### src/rtl/itrx_apbm_spi_pkg.sv
// Shared types and defaults for the APB-master SPI serial-clock path.
// Holds the SCK FSM state encoding, default widths and the edge-counter width helper.
package itrx_apbm_spi_pkg;

  typedef enum logic [1:0] {
    ST_IDLE = 2'd0,
    ST_RUN  = 2'd1,
    ST_TAIL = 2'd2
  } sck_state_e;

  localparam int unsigned SPI_DIV_W_DEF = 8;
  localparam int unsigned SPI_BIT_W_DEF = 6;

  // Two edges per bit, so one extra bit over the bit-count field covers 2*2^BIT_W edges.
  function automatic int unsigned edge_cnt_w(input int unsigned bit_w);
    return bit_w + 1;
  endfunction

endpackage

### src/rtl/itrx_apbm_spi_half_period_cnt.sv
// Half-period counter: counts 0..div_i and pulses wrap_o (combinationally) on the div_i cycle.
// hold_i freezes the counter only while it sits at div_i, deferring the wrap.
module itrx_apbm_spi_half_period_cnt
  import itrx_apbm_spi_pkg::*;
#(
  parameter int unsigned DIV_W = SPI_DIV_W_DEF
) (
  input  logic             clk,
  input  logic             rst_n,
  input  logic             clr_i,
  input  logic             en_i,
  input  logic             hold_i,
  input  logic [DIV_W-1:0] div_i,
  output logic             wrap_o
);

  logic [DIV_W-1:0] cnt_q, cnt_d;
  logic             at_top;

  assign at_top = (cnt_q == div_i);
  assign wrap_o = en_i & at_top & ~hold_i & ~clr_i;

  always_comb begin
    cnt_d = cnt_q;
    if (clr_i) begin
      cnt_d = '0;
    end else if (en_i) begin
      if (!at_top) begin
        cnt_d = cnt_q + DIV_W'(1);
      end else if (!hold_i) begin
        cnt_d = '0;
      end
    end
  end

  always_ff @(posedge clk or negedge rst_n) begin
    if (!rst_n) begin
      cnt_q <= '0;
    end else begin
      cnt_q <= cnt_d;
    end
  end

endmodule

### src/rtl/itrx_apbm_spi_sck_gen.sv
// CPOL/CPHA-aware SPI SCK generator: bursts of nbits+1 bits, registered sck and strobes, busy/done.
// Edge k appears (k+1)*(div+1) cycles after busy rises; ITRX_SPI_SCK_STALL_EN lets stall_i defer edges.
module itrx_apbm_spi_sck_gen
  import itrx_apbm_spi_pkg::*;
#(
  parameter int unsigned DIV_W = SPI_DIV_W_DEF,
  parameter int unsigned BIT_W = SPI_BIT_W_DEF
) (
  input  logic             clk,
  input  logic             rst_n,
  input  logic             start_i,
  input  logic             abort_i,
  input  logic             stall_i,
  input  logic [DIV_W-1:0] div_i,
  input  logic [BIT_W-1:0] nbits_i,
  input  logic             cpol_i,
  input  logic             cpha_i,
  output logic             sck_o,
  output logic             shift_o,
  output logic             sample_o,
  output logic             busy_o,
  output logic             done_o
);

  localparam int unsigned EDGE_W = edge_cnt_w(BIT_W);

  sck_state_e       state_q, state_d;
  logic [DIV_W-1:0] div_q, div_d;
  logic [BIT_W-1:0] nbits_q, nbits_d;
  logic             cpol_q, cpol_d;
  logic             cpha_q, cpha_d;
  logic [EDGE_W-1:0] edge_q, edge_d;
  logic             sck_q, sck_d;
  logic             shift_q, shift_d;
  logic             sample_q, sample_d;
  logic             busy_q, busy_d;
  logic             done_q, done_d;

  logic             wrap;
  logic             last_edge;
  logic             cnt_clr;
  logic             stall_hold;

`ifdef ITRX_SPI_SCK_STALL_EN
  assign stall_hold = stall_i & (state_q == ST_RUN);
`else
  logic unused_stall;
  assign unused_stall = stall_i;
  assign stall_hold   = 1'b0;
`endif

  // Counter restarts from 0 on the accept cycle so T0 is count 0; abort also parks it.
  assign cnt_clr = (state_q == ST_IDLE) | abort_i;

  itrx_apbm_spi_half_period_cnt #(
    .DIV_W (DIV_W)
  ) u_half_period_cnt (
    .clk    (clk),
    .rst_n  (rst_n),
    .clr_i  (cnt_clr),
    .en_i   (state_q != ST_IDLE),
    .hold_i (stall_hold),
    .div_i  (div_q),
    .wrap_o (wrap)
  );

  assign last_edge = (edge_q == {nbits_q, 1'b1});

  always_comb begin
    state_d  = state_q;
    div_d    = div_q;
    nbits_d  = nbits_q;
    cpol_d   = cpol_q;
    cpha_d   = cpha_q;
    edge_d   = edge_q;
    sck_d    = sck_q;
    shift_d  = 1'b0;
    sample_d = 1'b0;
    done_d   = 1'b0;

    case (state_q)
      ST_IDLE: begin
        sck_d  = cpol_i;
        edge_d = '0;
        if (start_i && !abort_i) begin
          state_d = ST_RUN;
          div_d   = div_i;
          nbits_d = nbits_i;
          cpol_d  = cpol_i;
          cpha_d  = cpha_i;
          // CPHA=0 needs bit 0 on the line before the first (sampling) edge.
          shift_d = ~cpha_i;
        end
      end

      ST_RUN: begin
        if (abort_i) begin
          state_d = ST_IDLE;
          sck_d   = cpol_q;
        end else if (wrap) begin
          sck_d  = ~sck_q;
          edge_d = edge_q + EDGE_W'(1);
          if (!edge_q[0]) begin
            shift_d  = cpha_q;
            sample_d = ~cpha_q;
          end else begin
            shift_d  = ~cpha_q & ~last_edge;
            sample_d = cpha_q;
          end
          if (last_edge) begin
            state_d = ST_TAIL;
          end
        end
      end

      ST_TAIL: begin
        if (abort_i) begin
          state_d = ST_IDLE;
          sck_d   = cpol_q;
        end else if (wrap) begin
          state_d = ST_IDLE;
          sck_d   = cpol_q;
          done_d  = 1'b1;
        end
      end

      default: begin
        state_d = ST_IDLE;
        sck_d   = cpol_q;
      end
    endcase

    busy_d = (state_d != ST_IDLE);
  end

  always_ff @(posedge clk or negedge rst_n) begin
    if (!rst_n) begin
      state_q  <= ST_IDLE;
      div_q    <= '0;
      nbits_q  <= '0;
      cpol_q   <= 1'b0;
      cpha_q   <= 1'b0;
      edge_q   <= '0;
      sck_q    <= 1'b0;
      shift_q  <= 1'b0;
      sample_q <= 1'b0;
      busy_q   <= 1'b0;
      done_q   <= 1'b0;
    end else begin
      state_q  <= state_d;
      div_q    <= div_d;
      nbits_q  <= nbits_d;
      cpol_q   <= cpol_d;
      cpha_q   <= cpha_d;
      edge_q   <= edge_d;
      sck_q    <= sck_d;
      shift_q  <= shift_d;
      sample_q <= sample_d;
      busy_q   <= busy_d;
      done_q   <= done_d;
    end
  end

  assign sck_o    = sck_q;
  assign shift_o  = shift_q;
  assign sample_o = sample_q;
  assign busy_o   = busy_q;
  assign done_o   = done_q;

endmodule

### config.mk
export PLATFORM = sky130hd
export DESIGN_NAME = itrx_apbm_spi_sck_gen
export DESIGN_NICKNAME = d
export VERILOG_FILES = /design/src/rtl/itrx_apbm_spi_pkg.sv /design/src/rtl/itrx_apbm_spi_half_period_cnt.sv /design/src/rtl/itrx_apbm_spi_sck_gen.sv
export SDC_FILE = /design/constraint.sdc
export NUM_CORES = 1
export LEC_CHECK = 0
export BUFFER_PORTS_ARGS = -buffer_cell sky130_fd_sc_hd__buf_2
export CELL_PAD_IN_SITES_DETAIL_PLACEMENT = 1
export CELL_PAD_IN_SITES_GLOBAL_PLACEMENT = 1
export CORE_MARGIN = 2
export CORE_UTILIZATION = 49
export CTS_CLUSTER_DIAMETER = 40
export CTS_CLUSTER_SIZE = 12
export DETAILED_ROUTE_END_ITERATION = 10
export PLACE_DENSITY = 0.95
export SYNTH_ARGS = -nofsm -noshare
export SYNTH_HDL_FRONTEND = slang
export SYNTH_HIERARCHICAL = 1
export SYNTH_SLANG_ARGS = --single-unit
### constraint.sdc
create_clock -name clk -period 8.7 [get_ports clk]
set_input_delay 2.175 -clock clk [delete_from_list [all_inputs] [get_ports clk]]
set_output_delay 2.175 -clock clk [all_outputs]
set_load 0.02 [all_outputs]
==> results of run 1 <==
## Yosys cell counts (2+ instances only)
library cell | instances | area share (%)
ha_1 | 2 | 1.1
xor2_1 | 3 | 1.2
a22o_1 | 2 | 0.78
mux2i_1 | 3 | 1.3
nor4_1 | 5 | 1.4
nand4_2 | 2 | 1.1
nand3b_1 | 6 | 2.0
o211ai_1 | 2 | 0.67
inv_1 | 3 | 0.50
dfrtp_1 | 38 | 43
buf_4 | 2 | 0.67
nor2b_1 | 2 | 0.56
a21oi_1 | 4 | 0.90
a31oi_1 | 6 | 1.7
clkbuf_1 | 3 | 0.50
nand2b_1 | 4 | 1.1
xnor2_1 | 11 | 4.3
o21a_1 | 3 | 1.0
xnor2_2 | 4 | 2.9
nor3_1 | 3 | 0.67
o21ai_1 | 2 | 0.45
nor3b_1 | 2 | 0.67
a21o_1 | 2 | 0.67
o21ai_0 | 2 | 0.45
nand3_1 | 6 | 1.3
a211o_1 | 2 | 0.78
or3_1 | 6 | 1.7
mux2_2 | 17 | 8.6
or2_2 | 2 | 0.56
o22ai_1 | 3 | 0.84
nor2_1 | 17 | 2.9
buf_6 | 6 | 3.0
nand4_1 | 3 | 0.84
nand2_1 | 18 | 3.0
## power by group
part | total [mW] | internal [mW] | switching (mW) | leakage (nW)
clock network | 0.144 | 0.0801 | 0.0639 | 0.0575
logic | 0.0717 | 0.0357 | 0.0360 | 0.472
registers | 0.212 | 0.195 | 0.0169 | 0.491
## stage by stage
| step | hold WS (ns) | util [%] |
|---|---|---|
| after floorplan | 0.4974 | - |
| after global placement | 0.5101 | 52.57 |
| after detailed placement | 0.5222 | 52.57 |
| after CTS | 0.5392 | 55.08 |
| after global routing | 0.5497 | 55.08 |
| final | 0.5307 | 55.08 |
## cells by family after synthesis
| logic type | count (synthesis) | share of synthesized area (%) |
|---|---|---|
| AO/OA/AOI/OAI | 34 | 10.92 |
| multiplexers | 20 | 9.916 |
| other | 1 | 0.1679 |
| AND/OR/NAND/NOR | 82 | 20.78 |
| adder cells (fa/ha/maj) | 2 | 1.120 |
| flip-flops | 38 | 42.58 |
| XOR/XNOR | 18 | 8.403 |
| buffers and inverters | 18 | 6.106 |
## critical path, cell delays in order
cell and delay [ns]:
buf_2 0.18, or2_2 0.45, nor4_1 0.32, buf_4 0.23
and2b_1 0.18, nand4_1 0.19, or4_1 0.51, nand3_1 0.09
## routing by layer
layer  wire length (microns)  global-route usage, %  vias to the layer above
met5                       0                      0                        -
met3                     133                  5.204                        9
met1                    2100                  26.31                      827
met4                      97                  7.547                        0
li1                        -                      -                      798
met2                    2656                  38.89                       23
## worst paths after layout
check | start | end | slack (ns) | depth (start not counted)
max | abort_i | edge_q[5]$_DFFE_PN0P_ | 4.60 | 8
min | cpha_q$_DFFE_PN0P_ | cpha_q$_DFFE_PN0P_ | 0.53 | 1
max reg2reg | state_q[1]$_DFF_PN0_ | edge_q[5]$_DFFE_PN0P_ | 5.68 | 8
min reg2reg | cpha_q$_DFFE_PN0P_ | cpha_q$_DFFE_PN0P_ | 0.53 | 1
max in group asynchronous | rst_n | cpha_q$_DFFE_PN0P_ | 6.17 | 1
min in group asynchronous | rst_n | div_q[5]$_DFFE_PN0P_ | 1.99 | 1
## final cells by class
| cell class | instances | area share [%] |
|---|---|---|
| clock buffer | 8 | 4.560 |
| inverter | 4 | 0.6218 |
| multi-input combinational | 157 | 47.46 |
| sequential | 38 | 39.38 |
| tap | 52 | 2.694 |
| timing repair buffer | 25 | 5.285 |
## registers in the layout, indices dropped and copies added, names as in the netlist
name / cells
done_o: 1
state_q: 2
sample_o: 1
sck_o: 1
nbits_q: 6
busy_o: 1
edge_q: 7
div_q: 8
u_half_period_cnt/cnt_q: 8
cpha_q: 1
shift_o: 1
cpol_q: 1
==> results.md, run 1 <==
* Status: finished clean
* P_leak at 1.020 nW
* Wire per inst at 17.56 microns
* DP HPWL at 3383 microns
* Crit share post-route at 47.10%
* Total GRT Usage at 22.03%
* Clock Path Buffers at 2
* Ys async rst share at 100.0%
* First-pass GRT wire length at 8652 microns
* Post-CTS sizing at 0
* Remaining antenna violation count after routing at 0
* Clock latency on the worst-skew pair at 0.30 ns
* Placed insts at 276
* Pwr dens at 177.0 mW/mm^2
* Diode count at 0
* DR DRC count at 0
* Placed Area at 0.002305 sq mm
* CP Max Fanout at 15
* Post-CTS setup buffers at 0
* GPL Wtd Cong at 0.8055
* Power Total at 0.4275 mW
* Slack of the critical path at 4.602 ns
* Seq/Total Area, Yosys at 42.58%
* Share of cells above drive strength 1 at 26.72%
* Via density at 5.835
* Post-CTS Hold Buffers at 0
* HP Class: flop to flop
* Fin cells at 284
* DR vias at 1657
* Filler instances at 490
* Fmax at 244.0 MHz
* CTS tree: done
* Syn. warnings at 6
* Largest net degree at the start of global routing at 39
* Final Hold Fails at 0
* Initial antenna violation count at 0
* Reg clk slew, reported paths at 0.07 ns
* Crit path capture type: flop
* Top FF cell, synth: dfrtp_1
* Die width at 71.51 microns
* Worst clock skew at 0.006489 ns
* Multi-input logic area at 0.001146 sq mm
* Vias in the first global route at 1800
* Total grt overflow at 0
* Inserted Clock Buffers at 5
* Number of synthesized flops with an enable pin at 0
* TritonRoute pass-1 iters at 4
* Most frequent cells in the layout: dfrtp_1, buf_2, nand2_1
* Setup_tns at 0 ns
* Yosys reg bits at 38
* FP Rows at 24
* Max Cap Viol at 0
* Cells after synthesis at 213
* Syn-to-layout area delta at 8.123%
* Initial Utilization at 50.94%
* Worst Tran Pin Value at 1.155 ns
* IO Pins at 26
* Sequential standard cell area at 950.9 sq um
* Worst slew margin at 22.65%
* DIE AREA at 0.005114 sq mm
* Final WL at 4987 microns
* Root Buffer: clkbuf_8
* Port Buf Inserts at 24
* Critical path class: primary input to flop
* RSZ-0062 raised after global routing: false
* Crit path required time at 8.93 ns
* Avg Inst Size Synth at 10.49 sq um
* CP startpoint kind: primary input
* Yosys cell types at 51
* Initial DRC Count at 65
* Clock H-tree levels at 2
* Final instance area at 0.002415 sq mm
* Max Slew Vio Count at 0
* Fin crit period at 4.098 ns
* Clock sink count at 38
* Nets at 254
* Critical path data arrival time at 4.33 ns
* Syn Nets at 236
* Post-Place Worst Slack at 4.311 ns
* VDD IR max at 100.5 uV
* Synthesized cell area at 0.002233 sq mm
* Core Region at 0.004384 sq mm
* Commonest non-fill, non-tap cell in the layout: dfrtp_1
* Chip height at 71.51 microns
* Final setup viols at 0
Note: power is estimated with default switching activity, not from simulation.
==> inputs of run 2 (changes only) <==
CORE_UTILIZATION = 41   (was 49)
PLACE_DENSITY = 0.86   (was 0.95)
clock period = 3.4 ns   (was 8.7 ns; I/O delays follow)
==> results.md, run 2 (synthesized netlist as in run 1, its figures left out) <==
* Most frequent cells in the layout: dfrtp_1, buf_2, nand2_1 (unchanged)
* Crit path required time at 3.63 ns (was 8.93 ns)
* Fin crit period at 2.721 ns
* Total GRT Usage at 18.48% (was 22.03%)
* Crit path capture type: flop (unchanged)
* Worst Hold Slack at 0.5269 ns (was 0.5307 ns)
* P_leak at 1.045 nW (was 1.020 nW)
* Remaining antenna violation count after routing at 0 (unchanged)
* Clock latency on the worst-skew pair at 0.29 ns (was 0.30 ns)
* Inserted Clock Buffers at 5 (unchanged)
* CP startpoint kind: primary input (unchanged)
* First-pass GRT wire length at 8756 microns (was 8652 microns)
* Post-CTS setup buffers at 0 (unchanged)
* Clock Path Buffers at 2 (unchanged)
* Clock H-tree levels at 2 (unchanged)
* Initial DRC Count at 60 (was 65)
* Post-Place Worst Slack at 0.3738 ns (was 4.311 ns)
* Pwr dens at 451.3 mW/mm^2 (was 177.0 mW/mm^2)
* Diode count at 0 (unchanged)
* Reg clk slew, reported paths at 0.07 ns (about the same)
* DR vias at 1659 (was 1657)
* FP Rows at 26 (was 24)
* Total grt overflow at 0 (unchanged)
* Max Slew Vio Count at 0 (unchanged)
* Filler instances at 587 (was 490)
* DP HPWL at 3581 microns (was 3383 microns)
* VDD IR max at 263.7 uV (was 100.5 uV)
* DIE AREA at 0.006054 sq mm (was 0.005114 sq mm)
* Initial Utilization at 43.18% (was 50.94%)
* Slack of the critical path at 0.6792 ns (was 4.602 ns)
* GPL Wtd Cong at 0.7424 (was 0.8055)
* Final WL at 5089 microns (was 4987 microns)
* Placed Area at 0.002365 sq mm (was 0.002305 sq mm)
* IO Pins at 26 (unchanged)
* FF-to-FF Start: u_half_period_cnt/cnt_q[2]$_DFFE_PN0P_ (was state_q[1]$_DFF_PN0_)
* Syn-to-layout area delta at 10.76% (was 8.123%)
* Final Hold Fails at 0 (unchanged)
* Power Total at 1.116 mW (was 0.4275 mW)
* RSZ-0062 raised after global routing: false (unchanged)
* Clock sink count at 38 (unchanged)
* CP Max Fanout at 15 (unchanged)
* Final instance area at 0.002474 sq mm (was 0.002415 sq mm)
* Nets at 259 (was 254)
* Chip height at 77.81 microns (was 71.51 microns)
* Setup_tns at 0 ns (unchanged)
* Die width at 77.81 microns (was 71.51 microns)
* Commonest non-fill, non-tap cell in the layout: dfrtp_1 (unchanged)
* CTS tree: done (unchanged)
* Critical Path Start: abort_i (unchanged)
* Max Cap Viol at 0 (unchanged)
* Placed insts at 299 (was 276)
* Core Region at 0.005172 sq mm (was 0.004384 sq mm)
* Vias in the first global route at 1813 (was 1800)
* Largest regs: div_q (8), u_half_period_cnt/cnt_q (8), edge_q (7) (unchanged)
* Critical path data arrival time at 2.95 ns (was 4.33 ns)
* Fin cells at 307 (was 284)
* Final setup viols at 0 (unchanged)
* Post-CTS sizing at 0 (unchanged)
* Initial antenna violation count at 0 (unchanged)
* Worst slew margin at 41.08% (was 22.65%)
* Status: finished clean (unchanged)
* Via density at 5.404 (was 5.835)
* Wire per inst at 16.58 microns (was 17.56 microns)
* Fmax at 367.5 MHz
* Worst Tran Pin Value at 0.8838 ns (was 1.155 ns)
* HP Class: flop to flop (unchanged)
* Critical path class: primary input to flop (unchanged)
* Crit share post-route at 80.02%
* Post-CTS Hold Buffers at 0 (unchanged)
* Worst clock skew at 0.009497 ns (was 0.006489 ns)
* Post-layout util at 47.82% (was 55.08%)
* DR DRC count at 0 (unchanged)
* TritonRoute pass-1 iters at 4 (unchanged)
* Share of cells above drive strength 1 at 28.27% (was 26.72%)
* Largest net degree at the start of global routing at 39 (unchanged)
* Port Buf Inserts at 24 (unchanged)
* Root Buffer: clkbuf_8 (unchanged)
* Min-delay src: nbits_q[1]$_DFFE_PN0P_ (was cpha_q$_DFFE_PN0P_)
-- run 2: cell types whose count changed in the layout (fill, tap and decap cells not counted) --
cell       previous run  this run
clkinv_2              0         2
clkbuf_8              8         5
bufinv_16             0         1
buf_4                 1         6
-- run 2: area by class of cell --
cell class | instances | area (sq um) | share of cell area, %
repair buffers | 30 | 165.2 | 6.677
clock inverters | 3 | 40.04 | 1.619
inverters | 4 | 15.01 | 0.6070
well taps | 70 | 87.58 | 3.541
clock buffers | 5 | 68.82 | 2.782
flip-flops and latches | 38 | 950.9 | 38.44
multi-input cells | 157 | 1146 | 46.33
-- run 2: per-layer routing --
layer  vias to the layer above  GRT usage [%]  share of wire [%]
li1                        804              -                  -
met1                       829          21.40                 41
met2                        18          33.45                 54
met3                         8          3.837                2.3
met4                         0          6.607                2.0
met5                         -              0                  0
-- run 2: final timing paths --
path,slack (ns),end,cells after the start
min in group asynchronous,0.67,div_q[5]$_DFFE_PN0P_,1
worst min-delay path,0.53,nbits_q[1]$_DFFE_PN0P_,1
worst max register to register,0.68,edge_q[5]$_DFFE_PN0P_,10
worst max-delay path,0.68,edge_q[5]$_DFFE_PN0P_,8
max in group asynchronous,2.17,edge_q[2]$_DFFE_PN0P_,1
worst min register to register,0.53,nbits_q[1]$_DFFE_PN0P_,1
-- run 2: where the power goes --
group          total (mW)  internal (mW)  switching [mW]  leakage [nW]
sequential          0.536          0.499          0.0375         0.491
combinational       0.196         0.0976          0.0982         0.496
clock               0.384          0.216           0.168        0.0579
total                1.12          0.812           0.304          1.04
-- run 2: critical path, stage by stage --
cell	delay, ns
buf_2	0.17
or2_2	0.45
nor4_1	0.31
buf_4	0.22
and2b_1	0.18
nand4_1	0.17
or4_1	0.50
nand3_1	0.09
==> inputs of run 3 (changes only) <==
CORE_UTILIZATION = 46   (was 41)
PLACE_DENSITY = 0.91   (was 0.86)
clock period = 2.8 ns   (was 3.4 ns; I/O delays follow)
==> results.md, run 3 (synthesized netlist as in run 1, its figures left out) <==
* Clock Path Buffers at 2 (unchanged)
* Slowest cell on crit path: or4_1 (unchanged)
* CP startpoint kind: flop (was primary input)
* Crit share post-route at 92.22%
* Wire per inst at 17.74 microns (was 16.58 microns)
* IO Pins at 26 (unchanged)
* Fmax at 387.3 MHz
* DIE AREA at 0.005429 sq mm (was 0.006054 sq mm)
* CP max stage delay at 0.53 ns (was 0.50 ns)
* Largest net degree at the start of global routing at 39 (unchanged)
* Worst Hold Slack at 0.5307 ns (was 0.5269 ns)
* Status: finished clean (unchanged)
* Power Total at 1.250 mW (was 1.116 mW)
* Crit path capture type: flop (unchanged)
* Chip height at 73.68 microns (was 77.81 microns)
* Share of cells above drive strength 1 at 29.41% (was 28.27%)
* Max Cap Viol at 0 (unchanged)
* RSZ-0062 raised after global routing: false (unchanged)
* Initial antenna violation count at 0 (unchanged)
* GPL Wtd Cong at 0.8319 (was 0.7424)
* Worst Tran Pin Value at 0.8809 ns (was 0.8838 ns)
* CP Max Fanout at 8 (was 15)
* Nets at 261 (was 259)
* DP HPWL at 3634 microns (was 3581 microns)
* Clock H-tree levels at 2 (unchanged)
* Filler instances at 532 (was 587)
* Initial DRC Count at 128 (was 60)
* FP Rows at 25 (was 26)
* R2R cell count at 9 (was 10)
* Vias in the first global route at 1878 (was 1813)
* Syn-to-layout area delta at 9.804% (was 10.76%)
* CTS tree: done (unchanged)
* Root Buffer: clkbuf_8 (unchanged)
* Setup_tns at 0 ns (unchanged)
* Inserted Clock Buffers at 5 (unchanged)
* Remaining antenna violation count after routing at 0 (unchanged)
* Die width at 73.68 microns (was 77.81 microns)
* Critical path class: flop to flop (was primary input to flop)
* Initial Utilization at 47.60% (was 43.18%)
* TritonRoute pass-1 iters at 4 (unchanged)
* Placed Area at 0.002360 sq mm (was 0.002365 sq mm)
* First-pass GRT wire length at 9121 microns (was 8756 microns)
* Worst path bufs/invs at 1 (was 2)
* Pwr dens at 509.8 mW/mm^2 (was 451.3 mW/mm^2)
* Max Slew Vio Count at 0 (unchanged)
* VDD IR max at 332.2 uV (was 263.7 uV)
* HP Class: primary input to async pin (was flop to flop)
* Total GRT Usage at 22.17% (was 18.48%)
* FF-to-FF Start: u_half_period_cnt/cnt_q[1]$_DFFE_PN0P_ (was u_half_period_cnt/cnt_q[2]$_DFFE_PN0P_)
* Clock latency on the worst-skew pair at 0.29 ns (about the same)
* DR vias at 1720 (was 1659)
* Diode count at 0 (unchanged)
* Clock sink count at 38 (unchanged)
* Reg clk slew, reported paths at 0.07 ns (about the same)
* RR Endpoint: edge_q[5]$_DFFE_PN0P_ (unchanged)
* P_leak at 1.036 nW (was 1.045 nW)
* Worst clock skew at 0.003051 ns (was 0.009497 ns)
* Post-CTS Hold Buffers at 0 (unchanged)
* Most frequent cells in the layout: dfrtp_1, buf_2, nand2_1 (unchanged)
* Fin crit period at 2.582 ns
* DR DRC count at 0 (unchanged)
* Final setup viols at 0 (unchanged)
* Largest regs: div_q (8), u_half_period_cnt/cnt_q (8), edge_q (7) (unchanged)
* Total grt overflow at 0 (unchanged)
* Final WL at 5181 microns (was 5089 microns)
* Worst slew margin at 41.27% (was 41.08%)
* Critical path data arrival time at 2.80 ns (was 2.95 ns)
* Final instance area at 0.002452 sq mm (was 0.002474 sq mm)
* CP top delay family: simple AND/OR/NAND/NOR gates (unchanged)
* Cell Chain, Critical Path: xnor2_1 -> nand4_2 -> or2_1 -> nor4_2 -> buf_4 -> and2b_1 -> nand4_1 -> or4_1 -> nand3_1 (was buf_2 -> or2_2 -> nor4_1 -> buf_4 -> and2b_1 -> nand4_1 -> or4_1 -> nand3_1)
* Final Hold Fails at 0 (unchanged)
* Via density at 5.890 (was 5.404)
* Crit path required time at 3.02 ns (was 3.63 ns)
* Reg2Reg Setup Slack at 0.22 ns (was 0.68 ns)
* Core Region at 0.004692 sq mm (was 0.005172 sq mm)
* Commonest non-fill, non-tap cell in the layout: dfrtp_1 (unchanged)
* Port Buf Inserts at 24 (unchanged)
-- run 3: area by class of cell --
class | count | area, sq um | area share (%)
Multi-Input combinational cell | 157 | 1160 | 47.30
Tap cell | 54 | 67.56 | 2.755
Clock buffer | 7 | 76.32 | 3.112
Timing Repair Buffer | 32 | 180.2 | 7.347
Inverter | 4 | 15.01 | 0.6122
Sequential cell | 38 | 953.4 | 38.88
-- run 3: stage by stage --
stage / std cells / setup slack, ns / util, %
after floorplan: 213 / 0.02043 / -
after global placement: 285 / 0.2244 / 50.29
after CTS: 292 / 0.1345 / 51.92
final: 292 / 0.2178 / 52.27
after detailed placement: 285 / 0.1238 / 50.29
after global routing: 292 / 0.06362 / 52.27
-- run 3: per-layer routing --
layer	share of wire [%]	global-route usage, %
met1	41	26.42
met2	53	37.60
met3	3.0	4.390
met4	3.7	11.52
met5	0	0
-- run 3: worst max path at each step --
| stage | from | endpoint | cells past startpoint |
|---|---|---|---|
| global route | u_half_period_cnt/cnt_q[1]$_DFFE_PN0P_ | edge_q[5]$_DFFE_PN0P_ | 9 |
| CTS | u_half_period_cnt/cnt_q[6]$_DFFE_PN0P_ | edge_q[5]$_DFFE_PN0P_ | 9 |
| detailed placement | abort_i | edge_q[4]$_DFFE_PN0P_ | 8 |
| floorplan | abort_i | edge_q[5]$_DFFE_PN0P_ | 9 |
| finish | u_half_period_cnt/cnt_q[1]$_DFFE_PN0P_ | edge_q[5]$_DFFE_PN0P_ | 9 |
| global placement | abort_i | edge_q[5]$_DFFE_PN0P_ | 8 |
-- run 3: report_power, final --
| part | internal (mW) | total [mW] | switching (mW) |
|---|---|---|---|
| clock | 0.171 | 0.353 | 0.181 |
| sequential | 0.606 | 0.653 | 0.0468 |
| combinational | 0.123 | 0.244 | 0.122 |
| total | 0.900 | 1.25 | 0.350 |
-- run 3: what timing repair did --
action | CTS | global route
buffers inserted | 0 | 0
setup endpoints to repair | 0 | 1
resized for setup | 0 | 4
